[src/rtl/gpu_timing_gen_if.sv]
// Raster timing bundle: advance enable in, counters/flags/sync/strobes out.
// frame_count exists only when GPU_TIMING_FRAME_COUNT_EN is defined.
interface gpu_timing_gen_if #(
  parameter int unsigned CNT_W   = 10,
  parameter int unsigned FRAME_W = 8
);
  logic             en;
  logic [CNT_W-1:0] hcounter;
  logic [CNT_W-1:0] vcounter;
  logic             hvisible;
  logic             vvisible;
  logic             hsync;
  logic             vsync;
  logic             line_start;
  logic             frame_start;
  logic             vblank_start;
`ifdef GPU_TIMING_FRAME_COUNT_EN
  logic [FRAME_W-1:0] frame_count;
`endif

  if (CNT_W < 1 || FRAME_W < 1) begin : g_width_chk
    $error("gpu_timing_gen_if: CNT_W and FRAME_W must be >= 1");
  end

`ifdef GPU_TIMING_FRAME_COUNT_EN
  modport master (
    input  en,
    output hcounter, vcounter, hvisible, vvisible, hsync, vsync,
           line_start, frame_start, vblank_start, frame_count
  );
  modport slave (
    output en,
    input  hcounter, vcounter, hvisible, vvisible, hsync, vsync,
           line_start, frame_start, vblank_start, frame_count
  );
`else
  modport master (
    input  en,
    output hcounter, vcounter, hvisible, vvisible, hsync, vsync,
           line_start, frame_start, vblank_start
  );
  modport slave (
    output en,
    input  hcounter, vcounter, hvisible, vvisible, hsync, vsync,
           line_start, frame_start, vblank_start
  );
`endif
endinterface

[src/rtl/gpu_timing_gen.sv]
// Parametrised raster timing generator with clock enable and event strobes.
// Optional frame counter compiled in with GPU_TIMING_FRAME_COUNT_EN.
module gpu_timing_gen #(
  parameter int unsigned H_VISIBLE  = 320,
  parameter int unsigned H_FRONT    = 8,
  parameter int unsigned H_SYNC     = 48,
  parameter int unsigned H_BACK     = 24,
  parameter int unsigned V_VISIBLE  = 480,
  parameter int unsigned V_FRONT    = 10,
  parameter int unsigned V_SYNC     = 2,
  parameter int unsigned V_BACK     = 33,
  parameter bit          H_SYNC_POL = 1'b1,
  parameter bit          V_SYNC_POL = 1'b1,
  parameter int unsigned CNT_W      = 10,
  parameter int unsigned FRAME_W    = 8
) (
  input logic            clk,
  input logic            rst,
  gpu_timing_gen_if.master tg
);
  localparam int unsigned H_TOTAL = H_VISIBLE + H_FRONT + H_SYNC + H_BACK;
  localparam int unsigned V_TOTAL = V_VISIBLE + V_FRONT + V_SYNC + V_BACK;

  if (H_VISIBLE < 1 || H_FRONT < 1 || H_SYNC < 1 || H_BACK < 1 ||
      V_VISIBLE < 1 || V_FRONT < 1 || V_SYNC < 1 || V_BACK < 1 ||
      CNT_W < 1 || FRAME_W < 1) begin : g_width_chk
    $error("gpu_timing_gen: every timing/width parameter must be >= 1");
  end
  if (CNT_W > 31 || (64'(1) << CNT_W) < 64'(H_TOTAL) ||
      (64'(1) << CNT_W) < 64'(V_TOTAL)) begin : g_cnt_chk
    $error("gpu_timing_gen: CNT_W too narrow for H_TOTAL/V_TOTAL");
  end

  localparam logic [CNT_W-1:0] H_LAST  = CNT_W'(H_TOTAL - 1);
  localparam logic [CNT_W-1:0] V_LAST  = CNT_W'(V_TOTAL - 1);
  localparam logic [CNT_W-1:0] H_VIS_C = CNT_W'(H_VISIBLE);
  localparam logic [CNT_W-1:0] V_VIS_C = CNT_W'(V_VISIBLE);
  localparam logic [CNT_W-1:0] HS_BEG  = CNT_W'(H_VISIBLE + H_FRONT);
  localparam logic [CNT_W-1:0] HS_END  = CNT_W'(H_VISIBLE + H_FRONT + H_SYNC);
  localparam logic [CNT_W-1:0] VS_BEG  = CNT_W'(V_VISIBLE + V_FRONT);
  localparam logic [CNT_W-1:0] VS_END  = CNT_W'(V_VISIBLE + V_FRONT + V_SYNC);

  logic             h_wrap;
  logic             v_wrap;
  logic [CNT_W-1:0] h_next;
  logic [CNT_W-1:0] v_next;

  always_comb begin
    h_wrap = (tg.hcounter == H_LAST);
    v_wrap = (tg.vcounter == V_LAST);
    h_next = h_wrap ? '0 : tg.hcounter + CNT_W'(1);
    v_next = tg.vcounter;
    if (h_wrap) begin
      v_next = v_wrap ? '0 : tg.vcounter + CNT_W'(1);
    end
  end

  // Flags and sync are decoded from the next counter values so they stay
  // aligned with the registered counters.
  always_ff @(posedge clk) begin
    if (rst) begin
      tg.hcounter     <= '0;
      tg.vcounter     <= '0;
      tg.hvisible     <= 1'b1;
      tg.vvisible     <= 1'b1;
      tg.hsync        <= ~H_SYNC_POL;
      tg.vsync        <= ~V_SYNC_POL;
      tg.line_start   <= 1'b0;
      tg.frame_start  <= 1'b0;
      tg.vblank_start <= 1'b0;
    end else begin
      tg.line_start   <= 1'b0;
      tg.frame_start  <= 1'b0;
      tg.vblank_start <= 1'b0;
      if (tg.en) begin
        tg.hcounter     <= h_next;
        tg.vcounter     <= v_next;
        tg.hvisible     <= (h_next < H_VIS_C);
        tg.vvisible     <= (v_next < V_VIS_C);
        tg.hsync        <= (h_next >= HS_BEG && h_next < HS_END) ? H_SYNC_POL : ~H_SYNC_POL;
        tg.vsync        <= (v_next >= VS_BEG && v_next < VS_END) ? V_SYNC_POL : ~V_SYNC_POL;
        tg.line_start   <= h_wrap;
        tg.frame_start  <= h_wrap && v_wrap;
        tg.vblank_start <= h_wrap && (v_next == V_VIS_C);
      end
    end
  end

`ifdef GPU_TIMING_FRAME_COUNT_EN
  always_ff @(posedge clk) begin
    if (rst) begin
      tg.frame_count <= '0;
    end else if (tg.en && h_wrap && v_wrap) begin
      tg.frame_count <= tg.frame_count + FRAME_W'(1);
    end
  end
`endif
endmodule

[src/flat_wrapper.sv]
// flat-port wrapper written by rule: the top's interface ports become plain ports
module gpu_timing_gen_flat 
#(
  parameter int unsigned H_VISIBLE  = 320,
  parameter int unsigned H_FRONT    = 8,
  parameter int unsigned H_SYNC     = 48,
  parameter int unsigned H_BACK     = 24,
  parameter int unsigned V_VISIBLE  = 480,
  parameter int unsigned V_FRONT    = 10,
  parameter int unsigned V_SYNC     = 2,
  parameter int unsigned V_BACK     = 33,
  parameter bit          H_SYNC_POL = 1'b1,
  parameter bit          V_SYNC_POL = 1'b1,
  parameter int unsigned CNT_W      = 10,
  parameter int unsigned FRAME_W    = 8
)
  (clk, rst, tg_en, tg_hcounter, tg_vcounter, tg_hvisible, tg_vvisible, tg_hsync, tg_vsync, tg_line_start, tg_frame_start, tg_vblank_start);
  gpu_timing_gen_if #(.CNT_W(CNT_W), .FRAME_W(FRAME_W)) tg_i ();
  input logic clk;
  input logic rst;
  input wire logic [$bits(tg_i.en)-1:0] tg_en;
  output wire logic [$bits(tg_i.hcounter)-1:0] tg_hcounter;
  output wire logic [$bits(tg_i.vcounter)-1:0] tg_vcounter;
  output wire logic [$bits(tg_i.hvisible)-1:0] tg_hvisible;
  output wire logic [$bits(tg_i.vvisible)-1:0] tg_vvisible;
  output wire logic [$bits(tg_i.hsync)-1:0] tg_hsync;
  output wire logic [$bits(tg_i.vsync)-1:0] tg_vsync;
  output wire logic [$bits(tg_i.line_start)-1:0] tg_line_start;
  output wire logic [$bits(tg_i.frame_start)-1:0] tg_frame_start;
  output wire logic [$bits(tg_i.vblank_start)-1:0] tg_vblank_start;
  assign tg_i.en = tg_en;
  assign tg_hcounter = tg_i.hcounter;
  assign tg_vcounter = tg_i.vcounter;
  assign tg_hvisible = tg_i.hvisible;
  assign tg_vvisible = tg_i.vvisible;
  assign tg_hsync = tg_i.hsync;
  assign tg_vsync = tg_i.vsync;
  assign tg_line_start = tg_i.line_start;
  assign tg_frame_start = tg_i.frame_start;
  assign tg_vblank_start = tg_i.vblank_start;
  gpu_timing_gen #(.H_VISIBLE(H_VISIBLE), .H_FRONT(H_FRONT), .H_SYNC(H_SYNC), .H_BACK(H_BACK), .V_VISIBLE(V_VISIBLE), .V_FRONT(V_FRONT), .V_SYNC(V_SYNC), .V_BACK(V_BACK), .H_SYNC_POL(H_SYNC_POL), .V_SYNC_POL(V_SYNC_POL), .CNT_W(CNT_W), .FRAME_W(FRAME_W)) u_core (.clk(clk), .rst(rst), .tg(tg_i));
endmodule
[config.mk]
export PLATFORM = sky130hd
export DESIGN_NAME = gpu_timing_gen_flat
export DESIGN_NICKNAME = d
export VERILOG_FILES = /design/src/rtl/gpu_timing_gen_if.sv /design/src/rtl/gpu_timing_gen.sv /design/src/flat_wrapper.sv
export SDC_FILE = /design/constraint.sdc
export NUM_CORES = 1
export LEC_CHECK = 0
export ABC_CLOCK_PERIOD_IN_PS = 2700
export CAP_MARGIN = 20
export CORE_UTILIZATION = 52
export DETAILED_ROUTE_END_ITERATION = 16
export PLACE_DENSITY = 0.76
export SLEW_MARGIN = 10
export SYNTH_ARGS = -nofsm -noshare
export SYNTH_HDL_FRONTEND = slang
export SYNTH_SLANG_ARGS = --single-unit
[constraint.sdc]
create_clock -name clk -period 2.7 [get_ports clk]
set_clock_uncertainty 0.05 [all_clocks]
set_input_delay 0.27 -clock clk [delete_from_list [all_inputs] [get_ports clk]]
set_output_delay 0.27 -clock clk [all_outputs]
set_load 0.1 [all_outputs]
==> metrics.log, run 1 <==
INFO  metric worstMarginPinSlew = about 0.4 ns
INFO  metric fin_crit = between 2 and 3 ns
INFO  metric synthesis.area_per_instance = between 7 and 8 sq um
INFO  metric min_delay_startpoint = u_core.tg.vvisible$_SDFFE_PP1P_
INFO  metric die_y = 59.6 um
INFO  metric floorplan.initialDensity = 55.6%
INFO  metric grt_max_degree = 26
INFO  metric post-place-cells = approximately 300
INFO  metric critical_path.max_stage_delay = 0.53 ns
INFO  metric end_kind = register
INFO  metric clkTransAtPathRegs = 0.15 ns
INFO  metric report.final.setup_viol = 0
INFO  metric pre_cts_ws = 0.162 ns
INFO  metric critical_path_required = between 2 and 3 ns
INFO  metric cts_buffer_depth = 2
INFO  metric maxCapViolations = 0
INFO  metric post_route_cells_drive_above_1_share = 26.0%
INFO  metric route.antenna.remaining_nets = 0
INFO  metric power_leakage = about 0.76 nW
INFO  metric crit_path_top_delay_cell = sky130_fd_sc_hd__or4_4
INFO  metric ctsHoldBuffers = 0
INFO  metric fillers = 301
INFO  metric timing.setup.tns = 0 ns
INFO  metric grt_pass1_wl = 6990 um
INFO  metric startpoint = u_core.tg.hcounter[0]$_SDFFE_PP0P_
INFO  metric final_design_area_no_fill = 2060 sq um
INFO  metric cp_cell_sequence = ha_1, nand3_1, or2_1, nor3_1, xnor2_1, or4_4, nor4b_2
INFO  metric rr_startpoint = u_core.tg.hcounter[0]$_SDFFE_PP0P_
INFO  metric drt-vias-per-instance = 5.80
INFO  metric die_area = 3550 sq um
INFO  metric crit_path_max_fanout = 7
INFO  metric synth-seq-cells = 27
INFO  metric htreeDepth = 1
INFO  metric numClockSinks = 27
INFO  metric share_of_the_clock_period_used_by_the_worst_path_after_layout = 93.9%
INFO  metric drc = 0
INFO  metric dp_hpwl = 3140 um
INFO  metric synth_edf_count = 0
INFO  metric route.vias.total = 1753
INFO  metric peakVddDrop = 0.276 mV
INFO  metric cts_tree = yes
INFO  metric path_buf_inv = 0
INFO  metric final-max-slew-violation-count = 0
INFO  metric core_footprint = about 3100 sq um
INFO  metric placement.io_buffers = 29
INFO  metric gr-usage-met3 = 3.93%
INFO  metric grt_overflow = 0
INFO  metric top_level_ports = 30
INFO  metric initial_antenna_violation_count = 0
INFO  metric start_kind = register
INFO  metric total_power = approximately 0.69 mW
INFO  metric synth.lib_cells_used.distinct = 44
INFO  metric hold_viol = 0
INFO  metric critPathArrivalTime = 2.75 ns
INFO  metric initial_drt_markers = 112
INFO  metric status = complete, no violations
INFO  metric cts.repair_timing.setup_buffer_count = 0
INFO  metric met1_usage = 37.5%
INFO  metric seq_area_frac_synth = 31.3%
INFO  metric avgRoutedWirePerCell = between 10 and 15 um
INFO  metric finalNetCount = 265
INFO  metric postSynthCellCount = 232
INFO  metric final.setup.worst_slack = between 0.15 and 0.2 ns
INFO  metric hold_path_class = register to register
INFO  metric antenna_cells_inserted = 0
INFO  metric gp_congestion = between 0.8 and 0.9
INFO  metric postRouteWirelength = roughly 4300 um
INFO  metric fmax = 0.395 GHz
INFO  metric clock-root-buffer = sky130_fd_sc_hd__clkbuf_4
INFO  metric syn_nets = approximately 240
INFO  metric rsz0062_at_grt = no
INFO  metric grt_use_met2 = between 30% and 40%
INFO  metric num_rows = 20
INFO  metric synth-main-ff-cell = sky130_fd_sc_hd__dfxtp_1
INFO  metric layout-area-overhead-vs-synth = 19.1%
INFO  metric ys_async_sr_fraction = 0%
INFO  metric worst_slew_margin_rel = 72.4%
INFO  metric final-instance-count-excl-fill = a little over 300
INFO  metric drt_first_pass_iters = 4
INFO  metric chipWidth = 59.6 um
INFO  metric numCtsBuffers = 3
INFO  metric synth.cell_area = 1730 sq um
INFO  metric grt-busiest-layer = met2
INFO  metric pwr_density_cell = ~340 nW/um^2
INFO  metric grt_pass1_vias = 1474
INFO  metric synth_warnings = 0
INFO  metric postPlaceCellArea = 2030 sq um
INFO  metric grt_util_all_layers = 26.0%
INFO  metric critical-path-top-delay-family = simple AND/OR/NAND/NOR gates
INFO  metric path_class = register to register
INFO  metric clk-insertion-delay-late = around 0.34 ns
-- cell usage in the layout, fill, tap and decap left out, drive strengths merged, types with 3 or more instances in the layout --
| cell | Yosys | final |
|---|---|---|
| a21oi | 23 | 23 |
| a31oi | 4 | 4 |
| and3 | 6 | 6 |
| buf | 5 | 35 |
| clkbuf | 10 | 4 |
| dfxtp | 27 | 27 |
| ha | 3 | 3 |
| inv | 6 | 6 |
| mux2i | 3 | 3 |
| nand2 | 29 | 29 |
| nand3 | 13 | 13 |
| nand4 | 3 | 3 |
| nor2 | 25 | 25 |
| nor3 | 9 | 9 |
| nor4 | 4 | 4 |
| o211ai | 4 | 4 |
| o21ai | 11 | 11 |
| o31ai | 3 | 3 |
| or3 | 7 | 7 |
| or4 | 4 | 4 |
| xnor2 | 4 | 4 |
| xor2 | 5 | 5 |
-- timing repair --
| action | CTS | global route |
|---|---|---|
| hold endpoints to repair | 0 | 0 |
| setup endpoints to repair | 0 | 2 |
| resized for setup | 0 | 1 |
-- kinds of logic (layout without fill, tap and decap cells) --
kind of cell | after synthesis | after routing | synth area share, %
buf+inv | 22 | 48 | 5.87
compound gates | 57 | 57 | 20.3
flops | 27 | 27 | 31.3
fa+ha+maj | 3 | 3 | 2.18
simple gates | 111 | 111 | 34.0
xor+xnor | 9 | 9 | 4.57
mux | 3 | 3 | 1.74
-- where the power goes --
group | leakage (nW) | internal, mW | switching, mW
clock | 0.0150 | 0.0582 | 0.128
combinational | 0.516 | 0.0236 | 0.0709
sequential | 0.229 | 0.403 | 0.00853
-- through the flow --
stage               hold WS, ns  utilization, %
global placement          0.403            65.4
floorplan                 0.442               -
CTS                       0.442            66.2
global route              0.464            66.3
finish                    0.438            66.3
detailed placement        0.408            65.4
-- worst paths after layout --
kind,to,slack (ns),cells after the start
max reg2reg,u_core.tg.vblank_start$_SDFF_PP0_,0.17,7
max,u_core.tg.vblank_start$_SDFF_PP0_,0.17,7
min,u_core.tg.vvisible$_SDFFE_PP1P_,0.44,2
min reg2reg,u_core.tg.vvisible$_SDFFE_PP1P_,0.44,2
-- layer usage --
layer,share of wire (%),vias up,wire (um)
met5,0,-,0
met3,6.5,5,280
li1,-,895,-
met2,44,55,1910
met4,1.1,0,48
met1,48,798,2080
-- worst reg2reg max path, stage by stage (launching register included) --
cell and delay, ns:
sky130_fd_sc_hd__dfxtp_4 0.41, sky130_fd_sc_hd__ha_1 0.28, sky130_fd_sc_hd__nand3_1 0.23, sky130_fd_sc_hd__or2_1 0.31
sky130_fd_sc_hd__nor3_1 0.28, sky130_fd_sc_hd__xnor2_1 0.14, sky130_fd_sc_hd__or4_4 0.53, sky130_fd_sc_hd__nor4b_2 0.24
-- registers in the layout, indices dropped and copies added (netlist names) --
register,cells
u_core.tg.vcounter,10
u_core.tg.frame_start,1
u_core.tg.hvisible,1
u_core.tg.hsync,1
u_core.tg.hcounter,10
u_core.tg.vblank_start,1
u_core.tg.vsync,1
u_core.tg.line_start,1
u_core.tg.vvisible,1
-- synth_stat cells, types with 2 or more instances --
master,number,area [sq um]
sky130_fd_sc_hd__nor3_1,8,40.0
sky130_fd_sc_hd__xnor2_1,4,35.0
sky130_fd_sc_hd__a21oi_1,23,115
sky130_fd_sc_hd__inv_1,6,22.5
sky130_fd_sc_hd__nand4_1,3,18.8
sky130_fd_sc_hd__clkbuf_1,10,37.5
sky130_fd_sc_hd__nor2_1,25,93.8
sky130_fd_sc_hd__o21ai_0,11,55.1
sky130_fd_sc_hd__o311ai_0,2,17.5
sky130_fd_sc_hd__nand3_1,12,60.1
sky130_fd_sc_hd__and4b_1,2,20.0
sky130_fd_sc_hd__o41ai_1,2,17.5
sky130_fd_sc_hd__xor2_1,5,43.8
sky130_fd_sc_hd__nor4_1,4,25.0
sky130_fd_sc_hd__and3_1,6,37.5
sky130_fd_sc_hd__o31ai_1,3,22.5
sky130_fd_sc_hd__a31oi_1,4,25.0
sky130_fd_sc_hd__nand3b_1,2,15.0
sky130_fd_sc_hd__buf_6,2,22.5
sky130_fd_sc_hd__nand2_1,29,109
sky130_fd_sc_hd__a211oi_1,2,15.0
sky130_fd_sc_hd__dfxtp_1,27,541
sky130_fd_sc_hd__ha_1,3,37.5
sky130_fd_sc_hd__or4_1,3,22.5
sky130_fd_sc_hd__or3_1,6,37.5
sky130_fd_sc_hd__nor2b_1,2,12.5
sky130_fd_sc_hd__o32ai_1,2,17.5
sky130_fd_sc_hd__mux2i_1,3,30.0
sky130_fd_sc_hd__o211ai_1,4,30.0
sky130_fd_sc_hd__buf_2,3,15.0
-- cell type report --
type	count	area, sq um	share of cell area (%)
clock buffer	4	26.3	1.28
inverter	7	26.3	1.28
sequential	27	574	27.9
tap	44	55.1	2.68
multi-input combinational	183	1090	53.1
timing repair buffer	37	283	13.8
No activity file was read; power rests on OpenSTA's default activity.
==> run 2, diff against run 1 <==
--- a/config.mk
+++ b/config.mk
@@ -8,4 +8,5 @@
 export ABC_CLOCK_PERIOD_IN_PS = 2700
 export CAP_MARGIN = 20
+export CORE_MARGIN = 2
 export CORE_UTILIZATION = 52
 export DETAILED_ROUTE_END_ITERATION = 16
--- a/constraint.sdc
+++ b/constraint.sdc
@@ -3,3 +3,3 @@
 set_input_delay 0.27 -clock clk [delete_from_list [all_inputs] [get_ports clk]]
 set_output_delay 0.27 -clock clk [all_outputs]
-set_load 0.1 [all_outputs]
+set_load 0.02 [all_outputs]
==> metrics.log, run 2 (synthesized netlist as in run 1, its figures left out) <==
INFO  metric status = complete, no violations
INFO  metric pre_cts_ws = 0.194 ns (+0.0326 ns)
INFO  metric die_area = 3790 sq um (+6.8%)
INFO  metric post_cts_resized = 0 (unchanged)
INFO  metric fmax = 0.394 GHz (about the same)
INFO  metric cp_cell_sequence = or4_1, nor4_1, xor2_1, o31a_1, or4_4, nor4b_2
INFO  metric layout-area-overhead-vs-synth = 24.9%
INFO  metric grt_overflow = 0 (unchanged)
INFO  metric path_class = register to register
INFO  metric postRouteWirelength = 4310 um (-0.42%)
INFO  metric cts_tree = yes
INFO  metric avgRoutedWirePerCell = 13.8 um (-3.3%)
INFO  metric core_footprint = 3100 sq um (unchanged)
INFO  metric final-max-slew-violation-count = 0 (unchanged)
INFO  metric grt_pass1_wl = 7000 um (+0.20%)
INFO  metric clkTransAtPathRegs = 0.15 ns (about the same)
INFO  metric num_rows = 20 (unchanged)
INFO  metric route.antenna.remaining_nets = 0 (unchanged)
INFO  metric post-place-cells = 307 (+3.0%)
INFO  metric worstMarginPinSlew = 0.461 ns (+0.0520 ns)
INFO  metric grt_pass1_vias = 1481 (+0.47%)
INFO  metric numCtsBuffers = 3 (unchanged)
INFO  metric numClockSinks = 27 (unchanged)
INFO  metric final-instance-count-excl-fill = 311 (+3.0%)
INFO  metric reg2reg_setup_slack = 0.16 ns (about the same)
INFO  metric htreeDepth = 1 (unchanged)
INFO  metric finalNetCount = 274 (+3.4%)
INFO  metric clk-insertion-delay-late = 0.33 ns (about the same)
INFO  metric pwr_density_cell = 303 nW/um^2 (-10%)
INFO  metric fillers = 273 (-9.3%)
INFO  metric hold_viol = 0 (unchanged)
INFO  metric rr_startpoint = u_core.tg.hcounter[4]$_SDFFE_PP0P_
INFO  metric start_kind = register
INFO  metric cts_buffer_depth = 2 (unchanged)
INFO  metric floorplan.initialDensity = 55.6% (unchanged)
INFO  metric drc = 0 (unchanged)
INFO  metric path_buf_inv = 0 (unchanged)
INFO  metric drt_first_pass_iters = 5 (+1)
INFO  metric critical-path-top-delay-family = simple AND/OR/NAND/NOR gates
INFO  metric peakVddDrop = 0.294 mV (+6.3%)
INFO  metric grt_util_all_layers = 24.3% (-1.7 points)
INFO  metric chipWidth = 61.6 um (+3.4%)
INFO  metric antenna_cells_inserted = 0 (unchanged)
INFO  metric placement.io_buffers = 29 (unchanged)
INFO  metric fin_crit = 2.54 ns (+0.00177 ns)
INFO  metric post_route_cells_drive_above_1_share = 11.2% (-15 points)
INFO  metric drt-vias-per-instance = 5.76 (-0.79%)
INFO  metric dp_hpwl = 3160 um (+0.78%)
INFO  metric crit_path_max_fanout = 3 (-4)
INFO  metric rsz0062_at_grt = no
INFO  metric min_delay_startpoint = u_core.tg.vsync$_SDFFE_PP0P_
INFO  metric worst_slew_margin_rel = 68.9% (-3.5 points)
INFO  metric final.setup.worst_slack = 0.164 ns (-0.00177 ns)
INFO  metric maxCapViolations = 0 (unchanged)
INFO  metric ctsHoldBuffers = 0 (unchanged)
INFO  metric die_y = 61.6 um (+3.4%)
INFO  metric report.final.setup_viol = 0 (unchanged)
INFO  metric clock-root-buffer = sky130_fd_sc_hd__clkbuf_4
INFO  metric route.vias.total = 1791 (+2.2%)
INFO  metric power_leakage = 0.747 nW (-1.6%)
INFO  metric initial_drt_markers = 105 (-6.3%)
INFO  metric grt_max_degree = 26 (unchanged)
INFO  metric critPathArrivalTime = 2.74 ns (about the same)
INFO  metric crit_path_top_delay_cell = sky130_fd_sc_hd__or4_1
INFO  metric hold_path_class = register to register
INFO  metric top_level_ports = 30 (unchanged)
INFO  metric reg.largest.list = u_core.tg.hcounter x10, u_core.tg.vcounter x10
INFO  metric initial_antenna_violation_count = 0 (unchanged)
INFO  metric startpoint = u_core.tg.hcounter[4]$_SDFFE_PP0P_
INFO  metric gp_congestion = 0.906 (+6.1%)
INFO  metric end_kind = register
INFO  metric cts.repair_timing.setup_buffer_count = 0 (unchanged)
INFO  metric critical_path.max_stage_delay = 0.59 ns (+0.06 ns)
INFO  metric timing.setup.tns = 0 ns (unchanged)
INFO  metric critical_path_required = 2.91 ns (about the same)
INFO  metric share_of_the_clock_period_used_by_the_worst_path_after_layout = 93.9% (about the same)
INFO  metric layout.cells.most_common_list = sky130_fd_sc_hd__nand2_1, sky130_fd_sc_hd__clkdlybuf4s50_1, sky130_fd_sc_hd__dfxtp_1, sky130_fd_sc_hd__nor2_1, sky130_fd_sc_hd__a21oi_1
run 2: cell count changes in the layout (fill, tap and decap cells not counted), moves of 4 or more:
cell                              change
sky130_fd_sc_hd__dfxtp_1             +19
sky130_fd_sc_hd__dfxtp_4              -4
sky130_fd_sc_hd__buf_4               -18
sky130_fd_sc_hd__dfxtp_2             -15
sky130_fd_sc_hd__clkdlybuf4s50_1     +27
run 2: final timing paths:
path / endpoint / cells after the start
setup reg to reg: u_core.tg.vblank_start$_SDFF_PP0_ / 6
hold / removal: u_core.tg.vsync$_SDFFE_PP0P_ / 2
hold reg to reg: u_core.tg.vsync$_SDFFE_PP0P_ / 2
setup / recovery: u_core.tg.vblank_start$_SDFF_PP0_ / 6
run 2: layer usage:
metal / up-vias / wire length, um / global-route usage, %
met5: - / 0 / 0
met4: 0 / 12 / 3.65
met3: 2 / 364 / 4.62
met2: 65 / 1870 / 35.3
met1: 809 / 2060 / 37.8
li1: 915 / - / -
run 2: area by class of cell:
type,instances,area (sq um),area share (%)
Sequential cell,27,541,25.1
Inverter,7,26.3,1.22
Tap cell,44,55.1,2.55
Multi-Input combinational cell,183,1090,50.6
Clock buffer,4,26.3,1.22
Timing Repair Buffer,46,418,19.4
run 2: worst min-delay path, delay by kind of cell, from the launching register on:
| kind | cells | cell delay (ns) |
|---|---|---|
| AO/OA/AOI/OAI | 1 | 0.07 |
| buffers and inverters | 1 | 0.05 |
| flip-flops | 1 | 0.34 |
run 2: per-stage QoR:
step | hold slack, ns | util, % | area, sq um | power, mW
2_1_floorplan | 0.449 | - | 1730 | 0.454
3_3_place_gp | 0.401 | 68.4 | 2120 | 0.486
3_5_place_dp | 0.421 | 68.4 | 2120 | 0.486
4_1_cts | 0.440 | 69.3 | 2150 | 0.658
5_1_grt | 0.484 | 69.5 | 2160 | 0.680
6_report | 0.436 | 69.5 | 2160 | 0.653
run 2: report_power, final:
part | switching [mW] | internal (mW) | total [mW]
Combinational | 0.0381 | 0.0298 | 0.0678
Clock | 0.117 | 0.0579 | 0.175
Sequential | 0.00552 | 0.405 | 0.410
Total | 0.160 | 0.492 | 0.653
==> run 3, diff against run 2 <==
Settings changed: ABC_CLOCK_PERIOD_IN_PS 2700 to default, CORE_MARGIN 2 to default.
==> metrics.log, run 3 (synthesized netlist as in run 1, its figures left out) <==
INFO  metric drt_first_pass_iters = 4 (-1)
INFO  metric floorplan.initialDensity = 55.6% (unchanged)
INFO  metric grt_pass1_wl = 7050 um (+0.69%)
INFO  metric final_design_area_no_fill = 2160 sq um (+0.35%)
INFO  metric placement.io_buffers = 29 (unchanged)
INFO  metric path_class = register to register
INFO  metric maxCapViolations = 0 (unchanged)
INFO  metric route.vias.total = 1813 (+1.2%)
INFO  metric route.antenna.remaining_nets = 0 (unchanged)
INFO  metric numClockSinks = 27 (unchanged)
INFO  metric initial_drt_markers = 132 (+26%)
INFO  metric antenna_cells_inserted = 0 (unchanged)
INFO  metric final-max-slew-violation-count = 0 (unchanged)
INFO  metric top_layer_used = met4
INFO  metric hold_ws = 0.443 ns (+0.00676 ns)
INFO  metric chipWidth = 59.6 um (-3.2%)
INFO  metric crit_path_max_fanout = 7 (+4)
INFO  metric drt-vias-per-instance = 5.81 (+0.90%)
INFO  metric peakVddDrop = 0.176 mV (-40%)
INFO  metric met2WireLength = 1890 um (+1.2%)
INFO  metric clock-root-buffer = sky130_fd_sc_hd__clkbuf_4
INFO  metric grt_overflow = 0 (unchanged)
INFO  metric die_y = 59.6 um (-3.2%)
INFO  metric cp_cell_sequence = ha_1, and3_1, nand3_4, o31a_2, o31a_1, or4_4, nor4b_2
INFO  metric finalNetCount = 275 (+0.36%)
INFO  metric post-place-cells = 308 (+0.33%)
INFO  metric drc = 0 (unchanged)
INFO  metric grt_pass1_vias = 1511 (+2.0%)
INFO  metric num_rows = 20 (unchanged)
INFO  metric cts_buffer_depth = 2 (unchanged)
INFO  metric top_level_ports = 30 (unchanged)
INFO  metric end_kind = register
INFO  metric critical_path.max_stage_delay = 0.43 ns (-0.16 ns)
INFO  metric grt_max_degree = 26 (unchanged)
INFO  metric worstMarginPinSlew = 0.475 ns (+0.0141 ns)
INFO  metric layout.cells.most_common_list = sky130_fd_sc_hd__nand2_1, sky130_fd_sc_hd__clkdlybuf4s50_1, sky130_fd_sc_hd__dfxtp_1, sky130_fd_sc_hd__nor2_1, sky130_fd_sc_hd__a21oi_1
INFO  metric final-instance-count-excl-fill = 312 (+0.32%)
INFO  metric start_kind = register
INFO  metric clk-insertion-delay-late = 0.35 ns (+0.02 ns)
INFO  metric core_footprint = 3100 sq um (unchanged)
INFO  metric status = complete, no violations
INFO  metric fin_crit = 2.58 ns (+0.0453 ns)
INFO  metric timing.setup.tns = 0 ns (unchanged)
INFO  metric numCtsBuffers = 3 (unchanged)
INFO  metric die_area = 3550 sq um (-6.4%)
INFO  metric drt-met1-wl = 2260 um (+9.9%)
INFO  metric fmax = 0.387 GHz (-1.8%)
INFO  metric cts_tree = yes
INFO  metric clkTransAtPathRegs = 0.16 ns (about the same)
INFO  metric post_cts_resized = 0 (unchanged)
INFO  metric critPathArrivalTime = 2.81 ns (+0.07 ns)
INFO  metric post_route_cells_drive_above_1_share = 11.6% (+0.33 points)
INFO  metric avgRoutedWirePerCell = 14.2 um (+2.4%)
INFO  metric pwr_density_cell = 309 nW/um^2 (+2.1%)
INFO  metric grt_util_all_layers = 26.3% (+2.0 points)
INFO  metric rsz0062_at_grt = no
INFO  metric hold_path_class = register to register
INFO  metric met3_wirelength = 213 um (-41%)
INFO  metric crit_path_top_delay_cell = sky130_fd_sc_hd__or4_4
INFO  metric gp_congestion = 0.866 (-4.5%)
INFO  metric critical_path_required = 2.93 ns (+0.02 ns)
INFO  metric postPlaceCellArea = 2130 sq um (+0.35%)
INFO  metric dp_hpwl = 3220 um (+1.7%)
INFO  metric ctsHoldBuffers = 0 (unchanged)
INFO  metric fillers = 279 (+2.2%)
INFO  metric initial_antenna_violation_count = 0 (unchanged)
INFO  metric finish.utilization = 69.7% (+0.24 points)
INFO  metric layout-area-overhead-vs-synth = 25.4%
INFO  metric report.final.setup_viol = 0 (unchanged)
INFO  metric hold_viol = 0 (unchanged)
INFO  metric pre_cts_ws = 0.175 ns (-0.0194 ns)
INFO  metric total_power = 0.669 mW (+2.4%)
INFO  metric reg.largest.list = u_core.tg.hcounter x10, u_core.tg.vcounter x10
INFO  metric worst_slew_margin_rel = 67.9% (-0.95 points)
INFO  metric share_of_the_clock_period_used_by_the_worst_path_after_layout = 95.6% (+1.7 points)
INFO  metric postRouteWirelength = 4430 um (+2.8%)
INFO  metric cts.repair_timing.setup_buffer_count = 0 (unchanged)
INFO  metric htreeDepth = 1 (unchanged)
INFO  metric power_leakage = 0.755 nW (+0.96%)
INFO  metric final.setup.worst_slack = 0.119 ns (-0.0453 ns)
## run 3: cell count changes in the layout (fill, tap and decap cells not counted)
cell                       change
sky130_fd_sc_hd__and3_1        +1
sky130_fd_sc_hd__and3_2        -1
sky130_fd_sc_hd__buf_4         +1
sky130_fd_sc_hd__clkbuf_1      -1
sky130_fd_sc_hd__clkinv_2      +1
## run 3: area by class of cell
cell class              instances  area, sq um  area share [%]
clock buffers                   3         22.5            1.04
clock inverters                 1         5.00           0.231
inverters                       7         26.3            1.21
multi-input cells             183         1090            50.3
flip-flops and latches         27          541            25.0
well taps                      44         55.1            2.54
repair buffers                 47          425            19.7
## run 3: worst paths after layout
| check | startpoint | slack (ns) | endpoint | cells after the start |
|---|---|---|---|---|
| setup / recovery | u_core.tg.hcounter[0]$_SDFFE_PP0P_ | 0.12 | u_core.tg.vblank_start$_SDFF_PP0_ | 7 |
| hold / removal | u_core.tg.vsync$_SDFFE_PP0P_ | 0.44 | u_core.tg.vsync$_SDFFE_PP0P_ | 2 |
| setup reg to reg | u_core.tg.hcounter[0]$_SDFFE_PP0P_ | 0.12 | u_core.tg.vblank_start$_SDFF_PP0_ | 7 |
| hold reg to reg | u_core.tg.vsync$_SDFFE_PP0P_ | 0.44 | u_core.tg.vsync$_SDFFE_PP0P_ | 2 |
## run 3: worst max-delay path: cells and delay by family (launching register included)
kind            cells  cell delay, ns
compound gates      2            0.64
simple gates        4            1.17
flops               1            0.36
fa+ha+maj           1            0.28
## run 3: layer usage
layer | track usage, % | vias up
li1 | - | 918
met1 | 39.7 | 831
met2 | 38.5 | 59
met3 | 3.06 | 5
met4 | 8.64 | 0
met5 | 0 | -
## run 3: power by group
part,leakage [nW],switching (mW),internal (mW)
Sequential,0.219,0.00384,0.405
Combinational,0.518,0.0398,0.0309
Clock,0.0177,0.133,0.0560
Total,0.755,0.177,0.492
